$ cat config.mk
export PLATFORM = sky130hd
export DESIGN_NAME = axi_wr_arbiter
export DESIGN_NICKNAME = d
export VERILOG_FILES = /design/src/rtl/axi_pkg.sv /design/src/rtl/axi_rr_pick.sv /design/src/rtl/axi_wr_arbiter.sv
export SDC_FILE = /design/constraint.sdc
export NUM_CORES = 1
export LEC_CHECK = 0
export CAP_MARGIN = 20
export CORE_AREA = 2 2 149 151
export CTS_BUF_LIST = sky130_fd_sc_hd__clkbuf_4 sky130_fd_sc_hd__clkbuf_8 sky130_fd_sc_hd__clkbuf_16
export DETAILED_ROUTE_END_ITERATION = 10
export DIE_AREA = 0 0 151 153
export PLACE_DENSITY = 0.45
export SYNTH_ARGS = -nofsm -noshare
export SYNTH_HDL_FRONTEND = slang
export SYNTH_HIERARCHICAL = 1
export SYNTH_SLANG_ARGS = --single-unit
$ cat constraint.sdc
create_clock -name axi_aclk -period 2.8 [get_ports axi_aclk]
set_clock_uncertainty 0.15 [all_clocks]
set_input_delay 0.56 -clock axi_aclk [delete_from_list [all_inputs] [get_ports axi_aclk]]
set_output_delay 0.56 -clock axi_aclk [all_outputs]
set_load 0.01 [all_outputs]
$ cat src/rtl/axi_pkg.sv
// Shared AXI write-path definitions: arbiter FSM states, grant index width,
// AXI burst and response codes.
package axi_pkg;

    typedef enum logic [1:0] {
        ST_IDLE = 2'd0,
        ST_ADDR = 2'd1,
        ST_DATA = 2'd2,
        ST_RESP = 2'd3
    } wr_state_t;

    localparam int GID_W = 3;

    localparam logic [1:0] BURST_FIXED = 2'b00;
    localparam logic [1:0] BURST_INCR  = 2'b01;
    localparam logic [1:0] BURST_WRAP  = 2'b10;

    localparam logic [1:0] RESP_OKAY   = 2'b00;
    localparam logic [1:0] RESP_EXOKAY = 2'b01;
    localparam logic [1:0] RESP_SLVERR = 2'b10;
    localparam logic [1:0] RESP_DECERR = 2'b11;

endpackage

$ cat src/rtl/axi_rr_pick.sv
// Round-robin pick: first set request scanning from rr_ptr upward, modulo NREQ.
// Purely combinational, no backpressure of its own.
module axi_rr_pick
    import axi_pkg::*;
#(
    parameter int NREQ = 2
) (
    input  logic [NREQ-1:0]  req,
    input  logic [GID_W-1:0] rr_ptr,
    output logic [GID_W-1:0] idx,
    output logic             any
);

    logic [2*NREQ-1:0] rot;
    logic [GID_W:0]    sum;

    // Rotating the doubled vector puts rr_ptr at bit 0; scanning downward lets the lowest hit win.
    always_comb begin
        rot = {req, req} >> rr_ptr;
        idx = '0;
        any = 1'b0;
        sum = '0;
        for (int k = NREQ - 1; k >= 0; k--) begin
            if (rot[k]) begin
                any = 1'b1;
                sum = {1'b0, rr_ptr} + (GID_W + 1)'(k);
                if (sum >= (GID_W + 1)'(NREQ)) begin
                    sum = sum - (GID_W + 1)'(NREQ);
                end
                idx = sum[GID_W-1:0];
            end
        end
    end

endmodule

$ cat src/rtl/axi_wr_arbiter.sv
// Round-robin share of one AXI write port; AW valid one cycle after request, one idle cycle after B.
// Ready/valid pass combinationally to/from the winner only; losers see 0 and hold their requests.
module axi_wr_arbiter
    import axi_pkg::*;
#(
    parameter int NREQ = 2,
    parameter int AW   = 32,
    parameter int DW   = 64
) (
    input  logic                   axi_aclk,
    input  logic                   rst,
    input  logic [NREQ*AW-1:0]     req_awaddr,
    input  logic [NREQ*8-1:0]      req_awlen,
    input  logic [NREQ*3-1:0]      req_awsize,
    input  logic [NREQ*2-1:0]      req_awburst,
    input  logic [NREQ-1:0]        req_awvalid,
    output logic [NREQ-1:0]        req_awready,
    input  logic [NREQ*DW-1:0]     req_wdata,
    input  logic [NREQ*DW/8-1:0]   req_wstrb,
    input  logic [NREQ-1:0]        req_wlast,
    input  logic [NREQ-1:0]        req_wvalid,
    output logic [NREQ-1:0]        req_wready,
    output logic [1:0]             req_bresp,
    output logic [NREQ-1:0]        req_bvalid,
    input  logic [NREQ-1:0]        req_bready,
    output logic [AW-1:0]          axi_awaddr,
    output logic [7:0]             axi_awlen,
    output logic [2:0]             axi_awsize,
    output logic [1:0]             axi_awburst,
    output logic                   axi_awvalid,
    input  logic                   axi_awready,
    output logic [DW-1:0]          axi_wdata,
    output logic [DW/8-1:0]        axi_wstrb,
    output logic                   axi_wlast,
    output logic                   axi_wvalid,
    input  logic                   axi_wready,
    input  logic [1:0]             axi_bresp,
    input  logic                   axi_bvalid,
    output logic                   axi_bready,
    output logic [GID_W-1:0]       grant_id,
    output logic                   busy,
    output logic                   err_wlast
);

    localparam int SW = DW / 8;
    localparam int IW = (NREQ > 1) ? $clog2(NREQ) : 1;

    wr_state_t        state_q, state_d;
    logic [GID_W-1:0] grant_q, grant_d;
    logic [GID_W-1:0] rr_ptr_q, rr_ptr_d;
    logic             busy_q, busy_d;
    logic             err_q, err_d;
    logic [7:0]       beat_q, beat_d;

    logic [IW-1:0]    gidx;
    logic [NREQ-1:0]  win_mask;
    logic [GID_W-1:0] pick_idx;
    logic             pick_any;

    axi_rr_pick #(.NREQ(NREQ)) u_pick (
        .req    (req_awvalid),
        .rr_ptr (rr_ptr_q),
        .idx    (pick_idx),
        .any    (pick_any)
    );

    assign gidx     = grant_q[IW-1:0];
    assign win_mask = {{(NREQ-1){1'b0}}, 1'b1} << gidx;

    // Payload always follows the registered winner; only the valids are gated by state.
    assign axi_awaddr  = req_awaddr[gidx*AW +: AW];
    assign axi_awlen   = req_awlen[gidx*8 +: 8];
    assign axi_awsize  = req_awsize[gidx*3 +: 3];
    assign axi_awburst = req_awburst[gidx*2 +: 2];
    assign axi_wdata   = req_wdata[gidx*DW +: DW];
    assign axi_wstrb   = req_wstrb[gidx*SW +: SW];
    assign req_bresp   = axi_bresp;

    assign grant_id  = grant_q;
    assign busy      = busy_q;
    assign err_wlast = err_q;

    always_comb begin
        state_d     = state_q;
        grant_d     = grant_q;
        rr_ptr_d    = rr_ptr_q;
        busy_d      = busy_q;
        err_d       = err_q;
        beat_d      = beat_q;
        axi_awvalid = 1'b0;
        axi_wvalid  = 1'b0;
        axi_wlast   = 1'b0;
        axi_bready  = 1'b0;
        req_awready = '0;
        req_wready  = '0;
        req_bvalid  = '0;
        case (state_q)
            ST_IDLE: begin
                if (pick_any) begin
                    grant_d = pick_idx;
                    busy_d  = 1'b1;
                    state_d = ST_ADDR;
                end
            end
            ST_ADDR: begin
                // Grant is held even if the winner withdraws; awvalid simply follows it.
                axi_awvalid = req_awvalid[gidx];
                req_awready = win_mask & {NREQ{axi_awready}};
                if (axi_awvalid && axi_awready) begin
                    beat_d  = req_awlen[gidx*8 +: 8];
                    state_d = ST_DATA;
                end
            end
            ST_DATA: begin
                axi_wvalid = req_wvalid[gidx];
                axi_wlast  = (beat_q == 8'd0);
                req_wready = win_mask & {NREQ{axi_wready}};
                if (axi_wvalid && axi_wready) begin
                    if (req_wlast[gidx] != axi_wlast) begin
                        err_d = 1'b1;
                    end
                    if (beat_q == 8'd0) begin
                        state_d = ST_RESP;
                    end else begin
                        beat_d = beat_q - 8'd1;
                    end
                end
            end
            ST_RESP: begin
                axi_bready = req_bready[gidx];
                req_bvalid = win_mask & {NREQ{axi_bvalid}};
                if (axi_bvalid && axi_bready) begin
                    rr_ptr_d = (grant_q == GID_W'(NREQ - 1)) ? '0 : grant_q + GID_W'(1);
                    busy_d   = 1'b0;
                    state_d  = ST_IDLE;
                end
            end
            default: state_d = ST_IDLE;
        endcase
    end

    always_ff @(posedge axi_aclk or posedge rst) begin
        if (rst) begin
            state_q  <= ST_IDLE;
            grant_q  <= '0;
            rr_ptr_q <= '0;
            busy_q   <= 1'b0;
            err_q    <= 1'b0;
            beat_q   <= '0;
        end else begin
            state_q  <= state_d;
            grant_q  <= grant_d;
            rr_ptr_q <= rr_ptr_d;
            busy_q   <= busy_d;
            err_q    <= err_d;
            beat_q   <= beat_d;
        end
    end

endmodule

==> results of run 1 <==
layer usage:
layer / up-vias / global-route usage (%) / wire length [um] / part of all wire (%)
met5: - / 0 / 0 / 0
met4: 0 / 3.07 / 199 / 1.1
met3: 9 / 4.18 / 1840 / 10
met2: 187 / 29.1 / 10000 / 56
met1: 1803 / 13.6 / 5710 / 32
li1: 1822 / - / - / -
path summary, 6_finish.rpt:
| check | start | end | slack, ns | cells past startpoint |
|---|---|---|---|---|
| setup / recovery | grant_id[0]$_DFFE_PP0P_ | axi_wdata[42] | 0.08 | 3 |
| hold / removal | err_wlast$_DFFE_PP0P_ | err_wlast$_DFFE_PP0P_ | 0.34 | 1 |
| setup reg to reg | grant_id[0]$_DFFE_PP0P_ | beat_q[3]$_DFFE_PP0P_ | 0.53 | 6 |
| hold reg to reg | err_wlast$_DFFE_PP0P_ | err_wlast$_DFFE_PP0P_ | 0.34 | 1 |
| max in group asynchronous | rst | grant_id[0]$_DFFE_PP0P_ | 1.33 | 2 |
| min in group asynchronous | rst | rr_ptr_q[1]$_DFFE_PP0P_ | 0.60 | 2 |
where the power goes:
| part | switching (W) | internal (W) | leakage (nW) |
|---|---|---|---|
| Combinational | 0.00138 | 0.00188 | 2.37 |
| Clock | 0.000105 | 0.000204 | 0.0416 |
| Sequential | 0.000171 | 0.000393 | 0.211 |
cells in the final DEF, fill, tap and decap left out, drive strengths merged, types with 2 or more instances in the layout:
master,netlist,layout
a21oi,10,10
a31o,2,2
a31oi,2,2
and3,5,5
buf,16,7
clkbuf,4,4
clkdlybuf4s50,0,377
dfrtp,18,18
diode,0,4
ha,12,12
inv,15,15
mux2,121,121
mux2i,7,7
nand2,17,17
nand2b,4,4
nand3,4,4
nand3b,2,2
nand4,2,2
nor2,17,17
nor2b,2,2
o211ai,2,2
o21ai,11,11
o22ai,3,3
xnor2,2,2
xor2,2,2
worst reg2reg max path: cells and delay by family (launching register included):
| family | cells | cell delay, ns |
|---|---|---|
| mux | 1 | 0.22 |
| flops | 1 | 0.50 |
| compound gates | 4 | 1.05 |
| buf+inv | 1 | 0.23 |
cell type report:
cell class                      instances  area, um2  share of cell area, %
Clock buffer                            4       82.6                   1.18
Antenna cell                            4       10.0                  0.143
Sequential cell                        18        454                   6.48
Tap cell                              280        350                   5.00
Inverter                               15       56.3                  0.803
Timing Repair Buffer                  385       3860                   55.1
Multi-Input combinational cell        242       2190                   31.3
state kept, by name (all words and copies together) (netlist names):
signal / count
beat_q: 8
rr_ptr_q: 3
busy: 1
err_wlast: 1
state_q: 2
grant_id: 3
through the flow:
step	setup WS, ns	utilization [%]
2_1_floorplan	0.647	-
3_5_place_dp	0.0495	32.1
6_report	0.0776	32.6
3_3_place_gp	0.0371	32.1
5_1_grt	0.00486	32.6
4_1_cts	0.0189	32.5
logic make-up after synthesis:
group / count (synthesis) / share of synthesized area [%]
fa+ha+maj: 12 / 5.37
compound gates: 41 / 10.4
flops: 18 / 16.1
xor+xnor: 4 / 1.25
simple gates: 57 / 9.63
mux: 128 / 51.3
buf+inv: 35 / 5.91
timing repair:
item / 4_1_cts / 5_1_grt
gates resized for setup: 0 / 5
hold buffers: 0 / 0
setup endpoints to repair: 0 / 4
==> summary.txt, run 1 <==
Pwr
  • Pwr Total: roughly 0.0041 W
  • Lkg Pwr: approximately 2.6 nW
  • Pwr per Cell Area: between 500 and 600 mW/mm2
  • Maximum vdd ir drop: roughly 0.29 mV

Clock tree
  • Clk_lat worst skew: ~0.25 ns
  • Setup Fix Bufs, Post-CTS: 0
  • Inserted Clock Buffers: 3
  • Clock Sinks: 18
  • CTS Buffer Depth: 2
  • Clock slew at reported path FFs: roughly 0.05 ns
  • CTS tree: yes
  • Htree depth: 1
  • Root buffer cell: clkbuf_16

Global routing
  • Vias in the first global route: just over 4000
  • GRT Util Overall: between 10% and 20%
  • Number of antenna violations at the first check in global routing: 4
  • Largest net degree at the start of global routing: 69
  • First-pass GRT wire length: 25.0 mm
  • Grt total ovfl: 0

Final layout
  • Final instance area: between 0.007 and 0.008 mm2
  • Layout cells sized above 1: approximately a fifth
  • Area growth from synthesis to layout: 151%
  • Final #Nets: 926
  • FILL cells: approximately 2200
  • Post-Layout Cell Count: between 900 and 1000

STA
  • Final setup viols: 0
  • Crit path time final: between 2 and 3 ns
  • Fin. Hold Viols: 0
  • Min Hold Slack: about 0.34 ns
  • Max Slew Vio Count: 0
  • RSZ-0062 raised after global routing: no
  • Slew headroom: 47.8%
  • Tcrit/Tclk final: between 90 and 100%
  • Max Fclk: 0.367 GHz
  • Fin Setup TNS: 0 ns
  • Worst Max-Slew Pin Slew: roughly 0.78 ns

Route
  • DRC Markers: 0
  • WL/cell: around 19 um
  • 1st-pass router iterations: 4
  • Routed wire length: 17.8 mm
  • Post-route ant nets: 0
  • Vias post-DR: roughly 3800
  • Via/cell ratio: slightly above 4
  • Iter 0 DRT Violations: 94

Logic synthesis
  • Most numerous cell in the Yosys netlist: mux2_2
  • Syn Inst Count: between 200 and 300
  • Yosys top cell by area: mux2_2
  • Most frequent cells after synthesis: mux2_2, dfrtp_1, nand2_1, nor2_1, inv_1
  • Seq/Total Area, Yosys: around 16%
  • Post-synth EDFFs: 0
  • Top cells by area, synth: mux2_2, dfrtp_1, ha_1, mux2i_1, nand2_1
  • Synth top area share: about half
  • Avg Cell Area, Syn: 9.47 um2
  • Synth Cell Area: 0.00279 mm2
  • Flops & latches, synth: 18
  • Post-Syn Nets: approximately 560
  • Distinct cells, synth: between 40 and 50
  • Synth warn: 6
  • Async set-reset flop share out of synthesis: 100%
  • Post-synth top flop: dfrtp_1

Floorplan
  • I/O Pins: about 380
  • Initial Util: a little over an eighth
  • Core ar.: around 0.021 mm2
  • Rows: between 50 and 60
  • Die ar.: roughly 0.023 mm2
  • Die width: 151 um
  • Die height: 153 um

Critical path
  • Worst Path Required: between 2 and 2.5 ns
  • Crit path kind: reg -> out
  • Crit-path leading delay family: buffers and inverters
  • CP endpoint kind: output pin
  • Crit start category: flop
  • Worst Path Buf+Inv: 2
  • CP max-delay cell: clkdlybuf4s50_1
  • CP Data Arrival Time: approximately 2.0 ns
  • CP Cell Sequence: buf_12 -> mux2_2 -> clkdlybuf4s50_1
  • Largest stage delay, worst path: around 0.54 ns
  • Crit-path max FO: 68

Placement
  • Final GP Congestion: approximately 0.82
  • Post-DP HPWL: roughly 16 mm
  • Area of placed instances: around 0.0069 mm2
  • PortBufs: 378
  • Dpl cells: 940

Worst hold path
  • Hold WC Path Type: reg -> reg

Run status
  • Status: finished clean

Flow run
  • MaxCap Viol Count: 0
(Power assumes the default switching activity.)
==> run 2: changes to the inputs <==
CAP_MARGIN = default   (was 20)
==> results of run 2 <==
Same layout as run 1: the final DEF is identical, and so are final timing and power.
